## src/rtl/sp_ram_arbiter.sv

```systemverilog
// sp_ram_arbiter: N-port PULP req/gnt/rvalid arbiter in front of one single-port RAM.
// Round-robin by default; define SP_RAM_ARB_FIXED_PRIO_EN for fixed priority with starvation override.
module sp_ram_arbiter #(
  parameter int N_PORTS    = 2,
  parameter int ADDR_WIDTH = 32,
  parameter int DATA_WIDTH = 32,
  parameter int MAX_WAIT   = 8
) (
  input  logic                           clk,
  input  logic                           rstn_i,
  input  logic [N_PORTS-1:0]             req_i,
  input  logic [N_PORTS*ADDR_WIDTH-1:0]  addr_i,
  input  logic [N_PORTS-1:0]             we_i,
  input  logic [N_PORTS*DATA_WIDTH/8-1:0] be_i,
  input  logic [N_PORTS*DATA_WIDTH-1:0]  wdata_i,
  output logic [N_PORTS-1:0]             gnt_o,
  output logic [N_PORTS-1:0]             rvalid_o,
  output logic [DATA_WIDTH-1:0]          rdata_o,
  output logic                           ram_en_o,
  output logic [ADDR_WIDTH-1:0]          ram_addr_o,
  output logic                           ram_we_o,
  output logic [DATA_WIDTH/8-1:0]        ram_be_o,
  output logic [DATA_WIDTH-1:0]          ram_wdata_o,
  input  logic [DATA_WIDTH-1:0]          ram_rdata_i
);

  localparam int BE_W  = DATA_WIDTH / 8;
  localparam int PTR_W = $clog2(N_PORTS);

  if (N_PORTS < 2 || N_PORTS > 4) begin : g_bad_n_ports
    $error("sp_ram_arbiter: N_PORTS must be 2..4");
  end
  if (MAX_WAIT < 1 || MAX_WAIT > 255) begin : g_bad_max_wait
    $error("sp_ram_arbiter: MAX_WAIT must be 1..255");
  end

  logic             found;
  logic [PTR_W-1:0] win;
  logic             resp_valid;
  logic [PTR_W-1:0] resp_owner;

`ifdef SP_RAM_ARB_FIXED_PRIO_EN
  logic [7:0]         wait_cnt [N_PORTS];
  logic [N_PORTS-1:0] starving;
  logic               hit;

  // Plain priority pick first, then a starving port (lowest index) overrides it.
  always_comb begin
    starving = '0;
    found    = 1'b0;
    win      = '0;
    hit      = 1'b0;
    for (int unsigned k = 1; k < N_PORTS; k++) begin
      starving[k] = req_i[k] && (wait_cnt[k] >= 8'(MAX_WAIT));
    end
    for (int unsigned k = 0; k < N_PORTS; k++) begin
      if (!found && req_i[k]) begin
        found = 1'b1;
        win   = PTR_W'(k);
      end
    end
    for (int unsigned k = 0; k < N_PORTS; k++) begin
      if (!hit && starving[k]) begin
        hit = 1'b1;
        win = PTR_W'(k);
      end
    end
  end

  always_ff @(posedge clk or negedge rstn_i) begin
    if (!rstn_i) begin
      for (int unsigned k = 0; k < N_PORTS; k++) wait_cnt[k] <= '0;
    end else begin
      for (int unsigned k = 0; k < N_PORTS; k++) begin
        if (k == 0) begin
          wait_cnt[k] <= '0;
        end else if (req_i[k] && !gnt_o[k]) begin
          wait_cnt[k] <= (wait_cnt[k] == 8'hFF) ? wait_cnt[k] : wait_cnt[k] + 8'd1;
        end else begin
          wait_cnt[k] <= '0;
        end
      end
    end
  end
`else
  logic [PTR_W-1:0] rr_ptr;
  int unsigned      idx;

  // Rotating search starting at rr_ptr; idx wraps without a modulo operator.
  always_comb begin
    found = 1'b0;
    win   = '0;
    idx   = 0;
    for (int unsigned i = 0; i < N_PORTS; i++) begin
      idx = 32'(rr_ptr) + i;
      if (idx >= N_PORTS) idx = idx - N_PORTS;
      if (!found && req_i[PTR_W'(idx)]) begin
        found = 1'b1;
        win   = PTR_W'(idx);
      end
    end
  end

  always_ff @(posedge clk or negedge rstn_i) begin
    if (!rstn_i) begin
      rr_ptr <= '0;
    end else if (found) begin
      rr_ptr <= (win == PTR_W'(N_PORTS - 1)) ? '0 : win + 1'b1;
    end
  end
`endif

  always_comb begin
    gnt_o = '0;
    if (found) gnt_o[win] = 1'b1;
  end

  // win is 0 when idle, so the RAM data lines fall back to port 0.
  assign ram_en_o    = found;
  assign ram_addr_o  = addr_i[win*ADDR_WIDTH +: ADDR_WIDTH];
  assign ram_we_o    = we_i[win];
  assign ram_be_o    = be_i[win*BE_W +: BE_W];
  assign ram_wdata_o = wdata_i[win*DATA_WIDTH +: DATA_WIDTH];

  always_ff @(posedge clk or negedge rstn_i) begin
    if (!rstn_i) begin
      resp_valid <= 1'b0;
      resp_owner <= '0;
    end else begin
      resp_valid <= found;
      if (found) resp_owner <= win;
    end
  end

  always_comb begin
    rvalid_o = '0;
    if (resp_valid) rvalid_o[resp_owner] = 1'b1;
  end

  assign rdata_o = ram_rdata_i;

endmodule

```

## config.mk

```make
export PLATFORM = sky130hd
export DESIGN_NAME = sp_ram_arbiter
export DESIGN_NICKNAME = d
export VERILOG_FILES = /design/src/rtl/sp_ram_arbiter.sv
export SDC_FILE = /design/constraint.sdc
export NUM_CORES = 1
export LEC_CHECK = 0
export BUFFER_PORTS_ARGS = -buffer_cell sky130_fd_sc_hd__buf_2
export CAP_MARGIN = 20
export CELL_PAD_IN_SITES_DETAIL_PLACEMENT = 0
export CELL_PAD_IN_SITES_GLOBAL_PLACEMENT = 1
export CORE_AREA = 2 2 109 111
export DETAILED_ROUTE_END_ITERATION = 12
export DIE_AREA = 0 0 111 113
export HOLD_SLACK_MARGIN = 0.06
export PLACE_DENSITY_LB_ADDON = 0.1
export SLEW_MARGIN = 20
export SYNTH_ARGS = -nofsm -noshare
export SYNTH_HDL_FRONTEND = slang
export SYNTH_SLANG_ARGS = --single-unit
```

## constraint.sdc

```tcl
create_clock -name clk -period 3.1 [get_ports clk]
set_clock_uncertainty 0.15 [all_clocks]
set_input_delay 0.62 -clock clk [delete_from_list [all_inputs] [get_ports clk]]
set_output_delay 0.62 -clock clk [all_outputs]
set_load 0.02 [all_outputs]
```

==> summary by stage <==
Outcome
The run finished with clean final reports.

Cells and area
The layout has 1269 filler cells. The multi-input combinational cells in the finished layout cover a total of ~830 um2. The number of diodes is 0.

The fraction of layout instances using a drive strength above 1 is between 90% and 100%. The final cell area excluding filler cells is 2290 um2. The sequential cells in the finished layout cover a total of 75.1 um2. Leaving out fill and tap cells, the most frequent cell in the layout is sky130_fd_sc_hd__buf_2. At the end of the flow, the number of nets in the layout was 480. Relative to the synthesized area, the layout overhead comes to 84.9%. In the layout the commonest cells are sky130_fd_sc_hd__buf_2 (215), sky130_fd_sc_hd__mux2_2 (69), sky130_fd_sc_hd__inv_1 (3), sky130_fd_sc_hd__clkbuf_16 (3), sky130_fd_sc_hd__dfrtp_1 (3). For this run, the share of the core covered by cells in the final layout is 20.3%.

Setup path
The largest single stage delay on the critical path is approximately 0.4 ns. The most used cell along the critical path is sky130_fd_sc_hd__buf_2. By startpoint and endpoint, the worst setup path is classified as input pin to primary output. The most critical setup path has its endpoint at ram_wdata_o[3].

Data on the critical path arrives at its endpoint at 1.81 ns. In this run the critical register-to-register path is captured at resp_owner. The kind of end point of the critical path is a primary output. The internal reg-to-reg setup slack is around 1.6 ns. The startpoint class of the critical path is an input pin. The startpoint of the worst setup timing path is req_i[0]. The start of the worst register-to-register path is rr_ptr. The required time of the critical path is 2.33 ns.

Counting cells, the worst reg-to-reg path comes to 4. The peak fanout along the critical path is 29. Walking the worst path, the cells encountered are buf_2, nand2b_2, nand2_4, buf_4, mux2_2, buf_2. The slowest stage of the critical path belongs to the cell sky130_fd_sc_hd__mux2_2.

Route
The number of nets still failing antenna checks after routing is 0. After detailed routing, the number of vias per cell comes to approximately 3.6. For this run, design rule violations remaining after detail routing come to 0.

The number of violations reported at the end of detailed-routing iteration 0 is 42. For this run, the detailed router's first-pass iteration total came to 4. For this block, the routed nets add up to between 5000 and 6000 um of wire.

The detailed router placed 1613 vias in this run. The average wire length per cell after detail routing is approximately 13 um.

Floorplan
The floorplan has 39 rows. From bottom edge to top edge, the die measures roughly 110 um. The width of the die is approximately 110 um. In this run the count of I/O pins placed on the die edge is 280.

The core area is roughly 11000 um2. The die area is between 10000 and 15000 um2. The initial cell density of the core is a little over a tenth.

Timing
The minimum clock period after layout is roughly 2.6 ns. The actual transition at the worst max-transition pin is approximately 0.36 ns. The number of max-slew violations in the final report is 0. In this run the tightest slew margin relative to its limit is between 70 and 80%. The share of the clock period used by the worst path is 83.1%. The count of final setup violators is 0.

The number of hold-slack violations in the final timing report came to 0. Setup repair after global routing left no endpoint under its margin. Setup total negative slack on the finished layout was measured at 0 ns.

The top achievable clock speed is 388 MHz. Hold is met by about 0.41 ns. Once routing completed, OpenROAD measured the worst setup slack at between 0.5 and 0.6 ns.

Power
For this design the static power due to leakage is approximately 1.3 nW. Across the VDD grid, the largest voltage drop is roughly 0.00024 V. The internal portion of total power is 431 uW. The proportion of total power due to net switching is 38.4%.

The analysis attributes to net switching a power of 268 uW. The combinational share of power is between 60% and 70%. The share of total power dissipated in the clock network is around 29%. Dividing total power by cell area gives a power density of about 300 nW/um2. Registers are responsible for under 10% of the overall power.

CTS
The longest clock path from root to sink contains 2 buffers. Post-CTS timing repair inserted 0 buffers for setup. The clock tree root driver cell is sky130_fd_sc_hd__clkbuf_16. The later-pin clock latency in the skew report is about 0.22 ns. The number of CTS-inserted buffers is 3. TritonCTS built the clock tree.

Once the clock tree was built, the resizer swapped 0 gates to a different size. The clock slew seen by the registers of the worst setup and hold paths is 0.03 ns. The clock sink total is 3.

The number of hold-repair buffers added at the cts stage is 1. CTS built an H-tree with a depth of 1.

Hold path
The tightest min-delay check is of the flop to flop type.

Global route
The wire length of the first global-routing pass is around 8500 um. The largest net degree at the start of global routing is 43. Global routing used about 8.4% of the available tracks across all layers.

For this run the aggregate overflow at the end of global routing stands at 0. The via count of the first global-routing pass is about 1700. The number of antenna violations at the first check in global routing was 0.

Place
Routability-driven placement finished with a final weighted congestion of between 0.7 and 0.8. The worst-case setup slack after placement is just over 0.5 ns. The number of buffer cells added on primary ports is 215. The placed instances occupy a cell area of between 2000 and 2500 um2. The HPWL after detailed placement is about 5200 um.

Yosys
The number of nets in the synthesized netlist is 296. Counting flops and latches in the post-synthesis netlist gives 3. The sequential area share after synthesis is under 10%.

In this run the mean area of a mapped cell was roughly 10 um2. The cell count after synthesis came out at 122. The Yosys step of the flow raised 0 warnings.

Yosys mapped the design onto 12 distinct sky130hd cell types. The mapped netlist covers 1240 um2.

Run
The total of max-cap violations is 0.
==> cells in the mapped netlist (all sizes together) <==
cell | n | share of area (%)
mux2 | 69 | 63
buf | 39 | 26
dfrtp | 3 | 6.1
inv | 3 | 0.91
o21ai | 2 | 0.81
a21boi | 1 | 0.61
and2 | 1 | 0.51
nand2 | 1 | 0.91
nand2b | 1 | 0.71
nor2b | 1 | 0.51
or2 | 1 | 0.51
==> layer usage <==
metal  share of wire (%)  track usage [%]
met1                  32             7.98
met2                  54             16.2
met3                  12             3.59
met4                 2.0             2.58
met5                   0                0
==> power by group through the flow <==
stage | combinational (mW) | sequential [mW] | clock (mW)
3_3_place_gp | 0.460 | 0.0470 | 0
2_1_floorplan | 0.340 | 0.0458 | 0
5_1_grt | 0.484 | 0.0472 | 0.214
6_report | 0.449 | 0.0465 | 0.203
3_5_place_dp | 0.455 | 0.0469 | 0
4_1_cts | 0.458 | 0.0466 | 0.209
==> per-stage QoR <==
stage	instances	total power, mW
floorplan	122	0.386
global placement	443	0.507
detailed placement	443	0.502
CTS	448	0.713
global route	448	0.745
finish	448	0.699
==> state kept, by name, indices dropped and copies added, names as in the netlist <==
| name | cells |
|---|---|
| resp_owner | 1 |
| resp_valid | 1 |
| rr_ptr | 1 |
==> cell type report <==
type | instances | area share (%)
Clock buffer | 4 | 3.44
Timing Repair Buffer | 218 | 48.6
Inverter | 3 | 0.492
Multi-Input combinational cell | 77 | 36.4
Tap cell | 143 | 7.81
Sequential cell | 3 | 3.28
==> cells by family after synthesis <==
family | count (synthesis) | share of synthesized area [%]
muxes | 69 | 62.7
buffers and inverters | 42 | 26.7
and+or+nand+nor | 5 | 3.13
AOI/OAI and AO/OA | 3 | 1.41
DFF | 3 | 6.06
==> worst max-delay path, delay by kind of cell <==
kind                   cells  cell delay [ns]
and+or+nand+nor            2             0.17
buffers and inverters      3             0.60
muxes                      1             0.40
==> worst min-delay path by stage <==
stage	from	to	slack [ns]	cells after the start
floorplan	rstn_i	resp_owner	0.17	0
global placement	rstn_i	resp_valid	0.27	1
detailed placement	rstn_i	resp_valid	0.27	1
CTS	rr_ptr	rr_ptr	0.41	2
global route	resp_owner	resp_owner	0.45	2
finish	rr_ptr	rr_ptr	0.41	2
Power figures use the tool's default switching activity.
